<file path="src/rtl/branch_predictor_if.sv">
// IF/ID-side bundle for the branch predictor: lookup, resolution and statistics.
interface branch_predictor_if #(
  parameter int unsigned ADDR_W   = 32,
  parameter int unsigned GHR_BITS = 6
);
  // IF-stage lookup
  logic [ADDR_W-1:0]   pred_pc;
  logic                pred_taken;
  logic [ADDR_W-1:0]   pred_target;
  logic                pred_hit;
  logic [GHR_BITS-1:0] pred_ghr;

  // ID-stage resolution
  logic                upd_valid;
  logic [ADDR_W-1:0]   upd_pc;
  logic                upd_is_branch;
  logic                upd_is_jump;
  logic                upd_taken;
  logic [ADDR_W-1:0]   upd_target;
  logic                upd_pred_taken;
  logic [ADDR_W-1:0]   upd_pred_target;
  logic [GHR_BITS-1:0] upd_ghr;
  logic                upd_mispredict;

  // Statistics
  logic [31:0]         stat_branches;
  logic [31:0]         stat_mispredicts;

  // Core side: issues lookups and resolutions, consumes predictions.
  modport master (
    output pred_pc,
    input  pred_taken, pred_target, pred_hit, pred_ghr,
    output upd_valid, upd_pc, upd_is_branch, upd_is_jump, upd_taken,
    output upd_target, upd_pred_taken, upd_pred_target, upd_ghr,
    input  upd_mispredict,
    input  stat_branches, stat_mispredicts
  );

  // Predictor side.
  modport slave (
    input  pred_pc,
    output pred_taken, pred_target, pred_hit, pred_ghr,
    input  upd_valid, upd_pc, upd_is_branch, upd_is_jump, upd_taken,
    input  upd_target, upd_pred_taken, upd_pred_target, upd_ghr,
    output upd_mispredict,
    output stat_branches, stat_mispredicts
  );
endinterface

</file>
<file path="src/rtl/branch_predictor.sv">
// Dynamic branch predictor: direct-mapped BTB plus a PHT of saturating
// counters, indexed bimodally (MODE=0) or gshare-style (MODE=1).
module branch_predictor #(
  parameter int unsigned ADDR_W   = 32,
  parameter int unsigned IDX_BITS = 6,
  parameter int unsigned TAG_BITS = 8,
  parameter int unsigned CTR_BITS = 2,
  parameter int unsigned GHR_BITS = 6,
  parameter int unsigned MODE     = 0
) (
  input  logic              clk,
  input  logic              rst,
  branch_predictor_if.slave bp
);

  localparam int unsigned ENTRIES = 1 << IDX_BITS;
  localparam int unsigned TAG_LSB = IDX_BITS + 2;
  localparam int unsigned TAG_MSB = IDX_BITS + TAG_BITS + 1;
  localparam logic [CTR_BITS-1:0] CTR_MAX  = '1;
  localparam logic [CTR_BITS-1:0] CTR_INIT = CTR_BITS'((1 << (CTR_BITS - 1)) - 1);

  // Table state, all flops so a single reset cycle clears everything
  logic [ENTRIES-1:0]  btb_valid;
  logic [ENTRIES-1:0]  btb_jmp;
  logic [TAG_BITS-1:0] btb_tag    [ENTRIES];
  logic [ADDR_W-1:0]   btb_target [ENTRIES];
  logic [CTR_BITS-1:0] pht        [ENTRIES];
  logic [GHR_BITS-1:0] ghr;
  logic [31:0]         stat_branches_q;
  logic [31:0]         stat_mispredicts_q;

  // Lookup / update addressing
  logic [IDX_BITS-1:0] lk_bidx;
  logic [IDX_BITS-1:0] lk_pidx;
  logic [TAG_BITS-1:0] lk_tag;
  logic [IDX_BITS-1:0] up_bidx;
  logic [IDX_BITS-1:0] up_pidx;
  logic [TAG_BITS-1:0] up_tag;

  logic                lk_hit_c;
  logic                lk_taken_c;
  logic [ADDR_W-1:0]   lk_target_c;
  logic                upd_fire_c;
  logic                mispredict_c;
  logic [CTR_BITS-1:0] ctr_cur_c;
  logic [CTR_BITS-1:0] ctr_nxt_c;
  logic [GHR_BITS-1:0] ghr_nxt_c;

  // PC bits outside the index/tag window alias by design
  logic unused_pc_bits;
  assign unused_pc_bits = ^{bp.pred_pc[ADDR_W-1:TAG_MSB+1], bp.pred_pc[1:0],
                            bp.upd_pc[ADDR_W-1:TAG_MSB+1],  bp.upd_pc[1:0],
                            bp.upd_ghr};

  assign lk_bidx = bp.pred_pc[IDX_BITS+1:2];
  assign lk_tag  = bp.pred_pc[TAG_MSB:TAG_LSB];
  assign up_bidx = bp.upd_pc[IDX_BITS+1:2];
  assign up_tag  = bp.upd_pc[TAG_MSB:TAG_LSB];

  // PHT index: plain PC index, or PC index folded with history
  generate
    if (MODE == 1) begin : g_gshare
      assign lk_pidx = lk_bidx ^ IDX_BITS'(ghr);
      assign up_pidx = up_bidx ^ IDX_BITS'(bp.upd_ghr);
    end else begin : g_bimodal
      assign lk_pidx = lk_bidx;
      assign up_pidx = up_bidx;
    end
  endgenerate

  // History shift-in of the resolved branch outcome
  generate
    if (GHR_BITS == 1) begin : g_ghr1
      assign ghr_nxt_c = bp.upd_taken;
    end else begin : g_ghrn
      assign ghr_nxt_c = {ghr[GHR_BITS-2:0], bp.upd_taken};
    end
  endgenerate

  // Combinational lookup from registered tables; no update bypass
  always_comb begin
    lk_hit_c    = 1'b0;
    lk_taken_c  = 1'b0;
    lk_target_c = '0;
    lk_hit_c    = btb_valid[lk_bidx] && (btb_tag[lk_bidx] == lk_tag);
    if (lk_hit_c) begin
      lk_taken_c  = btb_jmp[lk_bidx] || pht[lk_pidx][CTR_BITS-1];
      lk_target_c = btb_target[lk_bidx];
    end
  end

  // Resolution qualification and mispredict detection
  always_comb begin
    upd_fire_c   = 1'b0;
    mispredict_c = 1'b0;
    upd_fire_c   = bp.upd_valid && (bp.upd_is_branch || bp.upd_is_jump);
    mispredict_c = upd_fire_c &&
                   ((bp.upd_pred_taken != bp.upd_taken) ||
                    (bp.upd_taken && (bp.upd_pred_target != bp.upd_target)));
  end

  // Saturating counter step for the trained PHT entry
  always_comb begin
    ctr_cur_c = pht[up_pidx];
    ctr_nxt_c = ctr_cur_c;
    if (bp.upd_taken) begin
      if (ctr_cur_c != CTR_MAX) ctr_nxt_c = ctr_cur_c + CTR_BITS'(1);
    end else begin
      if (ctr_cur_c != '0) ctr_nxt_c = ctr_cur_c - CTR_BITS'(1);
    end
  end

  // Table, history and statistics update
  always_ff @(posedge clk) begin
    if (rst) begin
      btb_valid          <= '0;
      btb_jmp            <= '0;
      ghr                <= '0;
      stat_branches_q    <= '0;
      stat_mispredicts_q <= '0;
      for (int i = 0; i < ENTRIES; i++) begin
        pht[i]        <= CTR_INIT;
        btb_tag[i]    <= '0;
        btb_target[i] <= '0;
      end
    end else if (upd_fire_c) begin
      stat_branches_q <= stat_branches_q + 32'd1;
      if (mispredict_c) stat_mispredicts_q <= stat_mispredicts_q + 32'd1;
      if (bp.upd_is_branch) begin
        pht[up_pidx] <= ctr_nxt_c;
        ghr          <= ghr_nxt_c;
      end
      // Taken resolutions (re)allocate, evicting any aliasing entry
      if (bp.upd_taken) begin
        btb_valid[up_bidx]  <= 1'b1;
        btb_jmp[up_bidx]    <= bp.upd_is_jump;
        btb_tag[up_bidx]    <= up_tag;
        btb_target[up_bidx] <= bp.upd_target;
      end
    end
  end

  assign bp.pred_hit         = lk_hit_c;
  assign bp.pred_taken       = lk_taken_c;
  assign bp.pred_target      = lk_target_c;
  assign bp.pred_ghr         = ghr;
  assign bp.upd_mispredict   = mispredict_c;
  assign bp.stat_branches    = stat_branches_q;
  assign bp.stat_mispredicts = stat_mispredicts_q;

endmodule

</file>
<file path="src/flat_wrapper.sv">
// flat-port wrapper written by rule: the top's interface ports become plain ports
module branch_predictor_flat 
#(
  parameter int unsigned ADDR_W   = 32,
  parameter int unsigned IDX_BITS = 6,
  parameter int unsigned TAG_BITS = 8,
  parameter int unsigned CTR_BITS = 2,
  parameter int unsigned GHR_BITS = 6,
  parameter int unsigned MODE     = 0
)
  (clk, rst, bp_pred_pc, bp_pred_taken, bp_pred_target, bp_pred_hit, bp_pred_ghr, bp_upd_valid, bp_upd_pc, bp_upd_is_branch, bp_upd_is_jump, bp_upd_taken, bp_upd_target, bp_upd_pred_taken, bp_upd_pred_target, bp_upd_ghr, bp_upd_mispredict, bp_stat_branches, bp_stat_mispredicts);
  branch_predictor_if #(.ADDR_W(ADDR_W), .GHR_BITS(GHR_BITS)) bp_i ();
  input  logic clk;
  input  logic rst;
  input wire logic [$bits(bp_i.pred_pc)-1:0] bp_pred_pc;
  output wire logic [$bits(bp_i.pred_taken)-1:0] bp_pred_taken;
  output wire logic [$bits(bp_i.pred_target)-1:0] bp_pred_target;
  output wire logic [$bits(bp_i.pred_hit)-1:0] bp_pred_hit;
  output wire logic [$bits(bp_i.pred_ghr)-1:0] bp_pred_ghr;
  input wire logic [$bits(bp_i.upd_valid)-1:0] bp_upd_valid;
  input wire logic [$bits(bp_i.upd_pc)-1:0] bp_upd_pc;
  input wire logic [$bits(bp_i.upd_is_branch)-1:0] bp_upd_is_branch;
  input wire logic [$bits(bp_i.upd_is_jump)-1:0] bp_upd_is_jump;
  input wire logic [$bits(bp_i.upd_taken)-1:0] bp_upd_taken;
  input wire logic [$bits(bp_i.upd_target)-1:0] bp_upd_target;
  input wire logic [$bits(bp_i.upd_pred_taken)-1:0] bp_upd_pred_taken;
  input wire logic [$bits(bp_i.upd_pred_target)-1:0] bp_upd_pred_target;
  input wire logic [$bits(bp_i.upd_ghr)-1:0] bp_upd_ghr;
  output wire logic [$bits(bp_i.upd_mispredict)-1:0] bp_upd_mispredict;
  output wire logic [$bits(bp_i.stat_branches)-1:0] bp_stat_branches;
  output wire logic [$bits(bp_i.stat_mispredicts)-1:0] bp_stat_mispredicts;
  assign bp_i.pred_pc = bp_pred_pc;
  assign bp_pred_taken = bp_i.pred_taken;
  assign bp_pred_target = bp_i.pred_target;
  assign bp_pred_hit = bp_i.pred_hit;
  assign bp_pred_ghr = bp_i.pred_ghr;
  assign bp_i.upd_valid = bp_upd_valid;
  assign bp_i.upd_pc = bp_upd_pc;
  assign bp_i.upd_is_branch = bp_upd_is_branch;
  assign bp_i.upd_is_jump = bp_upd_is_jump;
  assign bp_i.upd_taken = bp_upd_taken;
  assign bp_i.upd_target = bp_upd_target;
  assign bp_i.upd_pred_taken = bp_upd_pred_taken;
  assign bp_i.upd_pred_target = bp_upd_pred_target;
  assign bp_i.upd_ghr = bp_upd_ghr;
  assign bp_upd_mispredict = bp_i.upd_mispredict;
  assign bp_stat_branches = bp_i.stat_branches;
  assign bp_stat_mispredicts = bp_i.stat_mispredicts;
  branch_predictor #(.ADDR_W(ADDR_W), .IDX_BITS(IDX_BITS), .TAG_BITS(TAG_BITS), .CTR_BITS(CTR_BITS), .GHR_BITS(GHR_BITS), .MODE(MODE)) u_core (.clk(clk), .rst(rst), .bp(bp_i));
endmodule
</file>
<file path="config.mk">
export PLATFORM = sky130hd
export DESIGN_NAME = branch_predictor_flat
export DESIGN_NICKNAME = d
export VERILOG_FILES = /design/src/rtl/branch_predictor_if.sv /design/src/rtl/branch_predictor.sv /design/src/flat_wrapper.sv
export SDC_FILE = /design/constraint.sdc
export NUM_CORES = 2
export LEC_CHECK = 0
export ABC_AREA = 1
export CAP_MARGIN = 0
export CELL_PAD_IN_SITES_DETAIL_PLACEMENT = 1
export CELL_PAD_IN_SITES_GLOBAL_PLACEMENT = 2
export CORE_ASPECT_RATIO = 1.25
export CORE_MARGIN = 5
export CORE_UTILIZATION = 41
export DETAILED_ROUTE_END_ITERATION = 8
export PLACE_DENSITY_LB_ADDON = 0.1
export REMOVE_ABC_BUFFERS = 1
export SLEW_MARGIN = 10
export SYNTH_ARGS = -nofsm -noshare
export SYNTH_HDL_FRONTEND = slang
export SYNTH_SLANG_ARGS = --single-unit
</file>
<file path="constraint.sdc">
create_clock -name clk -period 3.5 [get_ports clk]
set_input_delay 0.35 -clock clk [delete_from_list [all_inputs] [get_ports clk]]
set_output_delay 0.35 -clock clk [all_outputs]
set_load 0.02 [all_outputs]
</file>
=== Word level (Yosys, flattened, before mapping) ===
Memory sizes are Yosys's and may differ from the RTL's.
Index checks and enable logic that the tools add are counted.

* Equality and inequality tests: 4
* Add/sub/neg operators: 4
* $lt $le $gt $ge: 3
* Reductions and logical operators: 15
* Multiplexer cells: 31
* Bitwise logic cells: 1

{| class="wikitable"
|+ Operators by type and width
! cell !! count
|-
| adder 32 x 1 -> 32 bit, second input constant || 2
|-
| bitwise mux 64 bit || 1
|-
| two-way mux 32 bit || 2
|-
| OR 64 bit || 1
|-
| != test 32 bit || 1
|-
| OR reduction 32 bit || 1
|-
| two-way mux 6 bit || 3
|-
| two-way mux 1 bit || 17
|-
| < comparator 6 x 7 -> 1 bit, second input constant || 2
|-
| binary-select mux 1 bit (select 6 bit) || 2
|-
| == test 8 bit || 1
|-
| two-way mux 2 bit || 4
|-
| two-way mux 8 bit || 1
|-
| OR reduction 8 bit || 1
|-
| demux 1 bit (select 6 bit) || 1
|-
| >= comparator 6 x 1 -> 1 bit, second input constant || 1
|-
| AND reduction 2 bit || 3
|-
| logical AND 1 bit || 5
|-
| logical OR 1 bit || 3
|-
| adder 2 x 1 -> 2 bit, second input constant || 1
|-
| != test 2 bit, second input constant || 1
|-
| nonzero test 2 bit || 1
|-
| OR reduction 2 bit || 1
|-
| subtractor 2 x 1 -> 2 bit, second input constant || 1
|-
| != test 1 bit || 1
|}

* Output and inout bits: 105
* Input port bits: 141
* Memory bits (writable): 2688
* Word-level logic and storage cells: 66
* Register bits: 198
* Memories kept: 3

{| class="wikitable"
|+ Memory list
! memory !! words !! bits a word !! read ports !! clocked after Yosys merged registers in !! wr ports !! RTL line !! text
|-
| u_core.btb_target || 64 || 32 || 1 || 0 || 64 || branch_predictor.sv:26 || <nowiki>logic [ADDR_W-1:0] btb_target [ENTRIES];</nowiki>
|-
| u_core.btb_tag || 64 || 8 || 1 || 0 || 64 || branch_predictor.sv:25 || <nowiki>logic [TAG_BITS-1:0] btb_tag [ENTRIES];</nowiki>
|-
| u_core.pht || 64 || 2 || 2 || 0 || 64 || branch_predictor.sv:27 || <nowiki>logic [CTR_BITS-1:0] pht [ENTRIES];</nowiki>
|}

=== Longest topological paths before layout ===
* Depth after elaboration: 7
* Mapped depth: 17

=== Worst setup path before layout ===
Ideal clock, no wire load.

* Path kind: input -> register
* Start: in bp_upd_is_branch
* End: mem u_core.btb_tag[24][0], enable pin
* Stages on the path: 9
* Library setup time: 0.398 ns
* Arrival: 2.626 ns
* Slack: 0.476 ns
* Path through: buf_2 o21ai_2 nor2_1 inv_1 nor2_1 clkbuf_1 nand2_1 clkbuf_1 nand2_1

{| class="wikitable"
|+ RTL lines
! item !! RTL line !! text
|-
| start: declaration || flat_wrapper.sv:22 || <nowiki>input wire logic [$bits(bp_i.upd_is_branch)-1:0] bp_upd_is_branch;</nowiki>
|-
| end: declaration || branch_predictor.sv:25 ||
|}

=== Final worst setup path ===
* Start: in bp_pred_pc[2]
* End: out bp_pred_target[11]

* Cells in the longest elaborated chain, start to end: 4
* Elaborated cells between the ends (all ways): 7
* Classes of those cells: eq/ne: 1; mux: 3; reduce/logical: 1; memory: 2

{| class="wikitable"
|+ RTL lines
! item !! RTL line !! text
|-
| start: declaration || flat_wrapper.sv:15 || <nowiki>input wire logic [$bits(bp_i.pred_pc)-1:0] bp_pred_pc;</nowiki>
|-
| memory (64 x 8 bit) / binary-select mux 1 bit (select 6 bit) (equally long branches) || - ||
|-
| == test 8 bit / two-way mux 1 bit (equally long branches) || branch_predictor.sv:85 || <nowiki>lk_hit_c = btb_valid[lk_bidx] && (btb_tag[lk_bidx] == lk_tag);</nowiki>
|-
| logical AND 1 bit || branch_predictor.sv:85 ||
|-
| two-way mux 32 bit (*) || branch_predictor.sv:86 || <nowiki>if (lk_hit_c) begin</nowiki>
|-
| end: declaration || flat_wrapper.sv:17 || <nowiki>output wire logic [$bits(bp_i.pred_target)-1:0] bp_pred_target;</nowiki>
|}

Every way passes the cells marked *; elsewhere a longest branch is shown, timed or not. The select of a mux whose other input is x is not followed.

==> results by group <==
Floorplan
  • Die height: 640 um
  • IO Count: 246
  • Die area: 329,000 um^2
  • Initial Util: 41.1%
  • Row count: 231
  • Die Wd: 514 um
  • Core area: 316,000 um^2

Clock tree
  • Max Root-Sink Buffers: 4
  • CTS Buf Count: 319
  • CTS Sinks: 2,886
  • Skew-Pair Late Insertion Delay: 890 ps
  • Clk slew on worst S/H paths: 70 ps
  • Hold-fix buffers, CTS: 0
  • Clk root buf: clkbuf_16
  • Htree depth: 5
  • CTS tree: done

Yosys
  • #FFs+latches synth: 2,886
  • Seq/Total Area, Yosys: 65.1%
  • Mapped cell area: 130,000 um^2
  • Cell count after synthesis: 13,300
  • Ys Warns: 0
  • Largest cells by area after synthesis: edfxtp_1 (62%), nor2_1 (9.9%), nand2_1 (6.6%)
  • Synth top area share: 62.1%
  • Asr flop ratio synth: 0%
  • Post-synth EDFFs: 2,688
  • Synth cell types: 51
  • Syn_area_per_cell: 9.80 um^2
  • Synth area leader: edfxtp_1
  • Top_reg_cell synth: edfxtp_1

Route
  • Wire per inst: 32.8 um
  • DRT Pass-1 Iters: 6
  • Drt first-iter violations: 12,900
  • Total Wirelength: 596,000 um
  • Vias: 109,000
  • Remaining DRCs: 0
  • Via/cell ratio: 6.02
  • Antenna Nets Post-Route: 0

STA
  • Worst hold slack: 194 ps
  • RSZ-0062 raised after global routing: yes
  • Slew HR: 26.1%
  • Setup violators final: 31
  • Final WS setup: -160 ps
  • Worst slew pin tran: 1110 ps
  • Fmax: 0.273 GHz
  • Tcrit/Tclk final: 105%
  • Final hold vios: 0
  • Clock skew: 26.2 ps
  • Fin. max-slew vios: 0
  • Minimum clock period: 3660 ps

Hold path
  • Hold Path Class: in2reg
  • Hold_sp: rst

Run status
  • Violated checks: negative setup slack
  • Status: finished with violations

GRT
  • First-pass GRT wire length: 829,000 um
  • Gr ovfl total: 0
  • Largest net degree at the start of global routing: 96
  • Antenna violations before repair: 38
  • Total track usage: 35.2%
  • Vias in the first global route: 111,000

Place
  • Estimated wirelength of the detail-placed design: 389,000 um
  • Placed cell area: 145,000 um^2
  • Pre-CTS WS: -687 ps
  • Final RePlAce weighted congestion: 0.934
  • Number of port buffers: 203

Critical path
  • Slowest cell on crit path: buf_6
  • CP most frequent cell: buf_12
  • Startpoint class of the critical path: input pin
  • Worst Path Buf+Inv: 8
  • Worst EP required: 3150 ps
  • Critical path peak fanout: 31
  • Crit end category: output pin
  • CP Data Arrival Time: 3310 ps
  • CP top delay family: buffers and inverters
  • Max incr delay on CP: 290 ps
  • Sequence of cells on the critical path: buf_12 > buf_16 > buf_12 > buf_6 > nor2_1 > o221ai_1 > nand3_1 > nand2_1 > buf_12 > nand2_1 > nand3_1 > buf_12 > o21ai_1 > buf_4 > nor3_4 > buf_12
  • Reg-to-Reg Start: u_core.pht[55][1]
  • Critical path type: in2out
  • CP Launch Point: bp_pred_pc[2]

Power
  • Pleak: 58.5 nW
  • P per Cell Area: 523 nW/um^2
  • Maximum VDD drop: 422 uV

Cells and area
  • Layout cell share with drive strength beyond 1: 13.9%
  • Register area: 84,700 um^2
  • Nets: 13,800
  • Design area: 156,000 um^2
  • Multi-input gate area: 40,500 um^2
  • Area Overhead vs Synth: 20.2%
  • Filler cells: 34,300

Job
  • Max Cap Viol: 0
cells in the final DEF, fill, tap and decap left out, types with 23 or more instances in the layout:
cell / instances
nand2_1: 2140
nor3_1: 55
nand4_1: 52
buf_4: 725
nand3_4: 31
clkinv_2: 65
inv_1: 226
clkbuf_16: 333
nand3_2: 74
nor3_4: 25
edfxtp_1: 2688
buf_6: 51
dfxtp_1: 196
nand3_1: 1435
o21ai_1: 23
clkdlybuf4s50_1: 161
clkbuf_1: 91
nand2_2: 142
a22o_1: 62
nor2_1: 3440
o21ai_0: 791
xor2_1: 40
clkinv_1: 58
a21oi_1: 259
a221oi_1: 26
o221ai_1: 165
buf_12: 334
logic make-up after synthesis:
| logic type | after synthesis | share of synthesized area [%] |
|---|---|---|
| AO/OA/AOI/OAI | 1410 | 6.31 |
| AND/OR/NAND/NOR | 7444 | 23.3 |
| adder cells (fa/ha/maj) | 2 | 0.0192 |
| XOR/XNOR | 51 | 0.343 |
| buffers and inverters | 1485 | 4.91 |
| flip-flops | 2886 | 65.1 |
report_power, final:
part,internal [W],switching [W]
clock network,0.0187,0.0144
logic,0.00264,0.00632
registers,0.0392,0.000517
total,0.0605,0.0212
metal layers:
| metal | global-route usage [%] | share of wire [%] |
|---|---|---|
| met5 | 0 | 0.010 |
| met4 | 21.1 | 7.1 |
| met3 | 5.82 | 8.0 |
| met2 | 57.9 | 47 |
| met1 | 43.6 | 38 |
cells in the mapped netlist, types with 3 or more instances:
cell and number:
buf_6 26, buf_2 312, nor3_2 6, nor3b_1 3, o21a_1 4, o2bb2ai_1 3, o21ai_0 800, o22ai_1 9
o211ai_1 13, clkinv_1 3, o221ai_1 168, a211oi_1 3, nand2_1 2282, o31ai_1 8, buf_4 56, nand3_2 8
nor4_1 10, a22o_1 62, a21oi_1 259, o2111ai_1 9, nand4_1 52, nor3_1 82, a221o_1 3, buf_1 71
edfxtp_1 2688, dfxtp_1 198, o21ai_1 27, clkbuf_1 736, nand3b_1 3, nor2_1 3446, inv_2 30, xor2_1 40
inv_1 245, inv_4 6, nor2_2 11, nand3_1 1530, xnor2_1 11, a221oi_1 26, a22oi_1 12, or2_2 3
sequential cells by signal, indices dropped and copies added, names as in the netlist:
signal,flops
u_core.bp.pred_ghr,6
u_core.bp.stat_branches,32
u_core.bp.stat_mispredicts,32
u_core.btb_jmp,64
u_core.btb_tag,512
u_core.btb_target,2048
u_core.btb_valid,64
u_core.pht,128
final timing paths:
path                           to  slack (ps)  cells past startpoint
max            bp_pred_target[11]        -160                     16
min          u_core.btb_valid[53]         190                      4
max reg2reg     u_core.pht[35][0]        1050                     11
min reg2reg  u_core.btb_valid[29]         460                      2
stage by stage:
step | power, W | TNS [ps] | std cells | utilization (%)
floorplan | 0.0435 | -5591220 | 12100 | -
global placement | 0.0487 | -17680 | 17500 | 45.7
detailed placement | 0.0489 | -25100 | 17500 | 45.7
CTS | 0.0818 | -4290 | 18100 | 49.2
global route | 0.0839 | -6630 | 18100 | 49.4
finish | 0.0817 | -3130 | 18100 | 49.4
layout make-up:
cell class,instances,area share [%]
Antenna cell,15,0.0240
Clock buffer,428,5.55
Clock inverter,134,0.730
Inverter,284,0.757
Multi-Input combinational cell,8907,25.9
Sequential cell,2886,54.1
Tap cell,4194,3.36
Timing Repair Buffer,1299,9.56
Timing Repair inverter,1,0.00560
tightest hold or removal path, cell delays in order:
cell	delay, ps
buf_2	180
inv_8	250
nand2_1	150
nand2_1	40
timing repair:
action                                  CTS  global route
endpoints found under the setup margin   35            35
setup buffers                            12            10
pin swaps                                53            36
gates resized for setup                 246           100
cloned                                    6             5
Power figures use the tool's default switching activity.
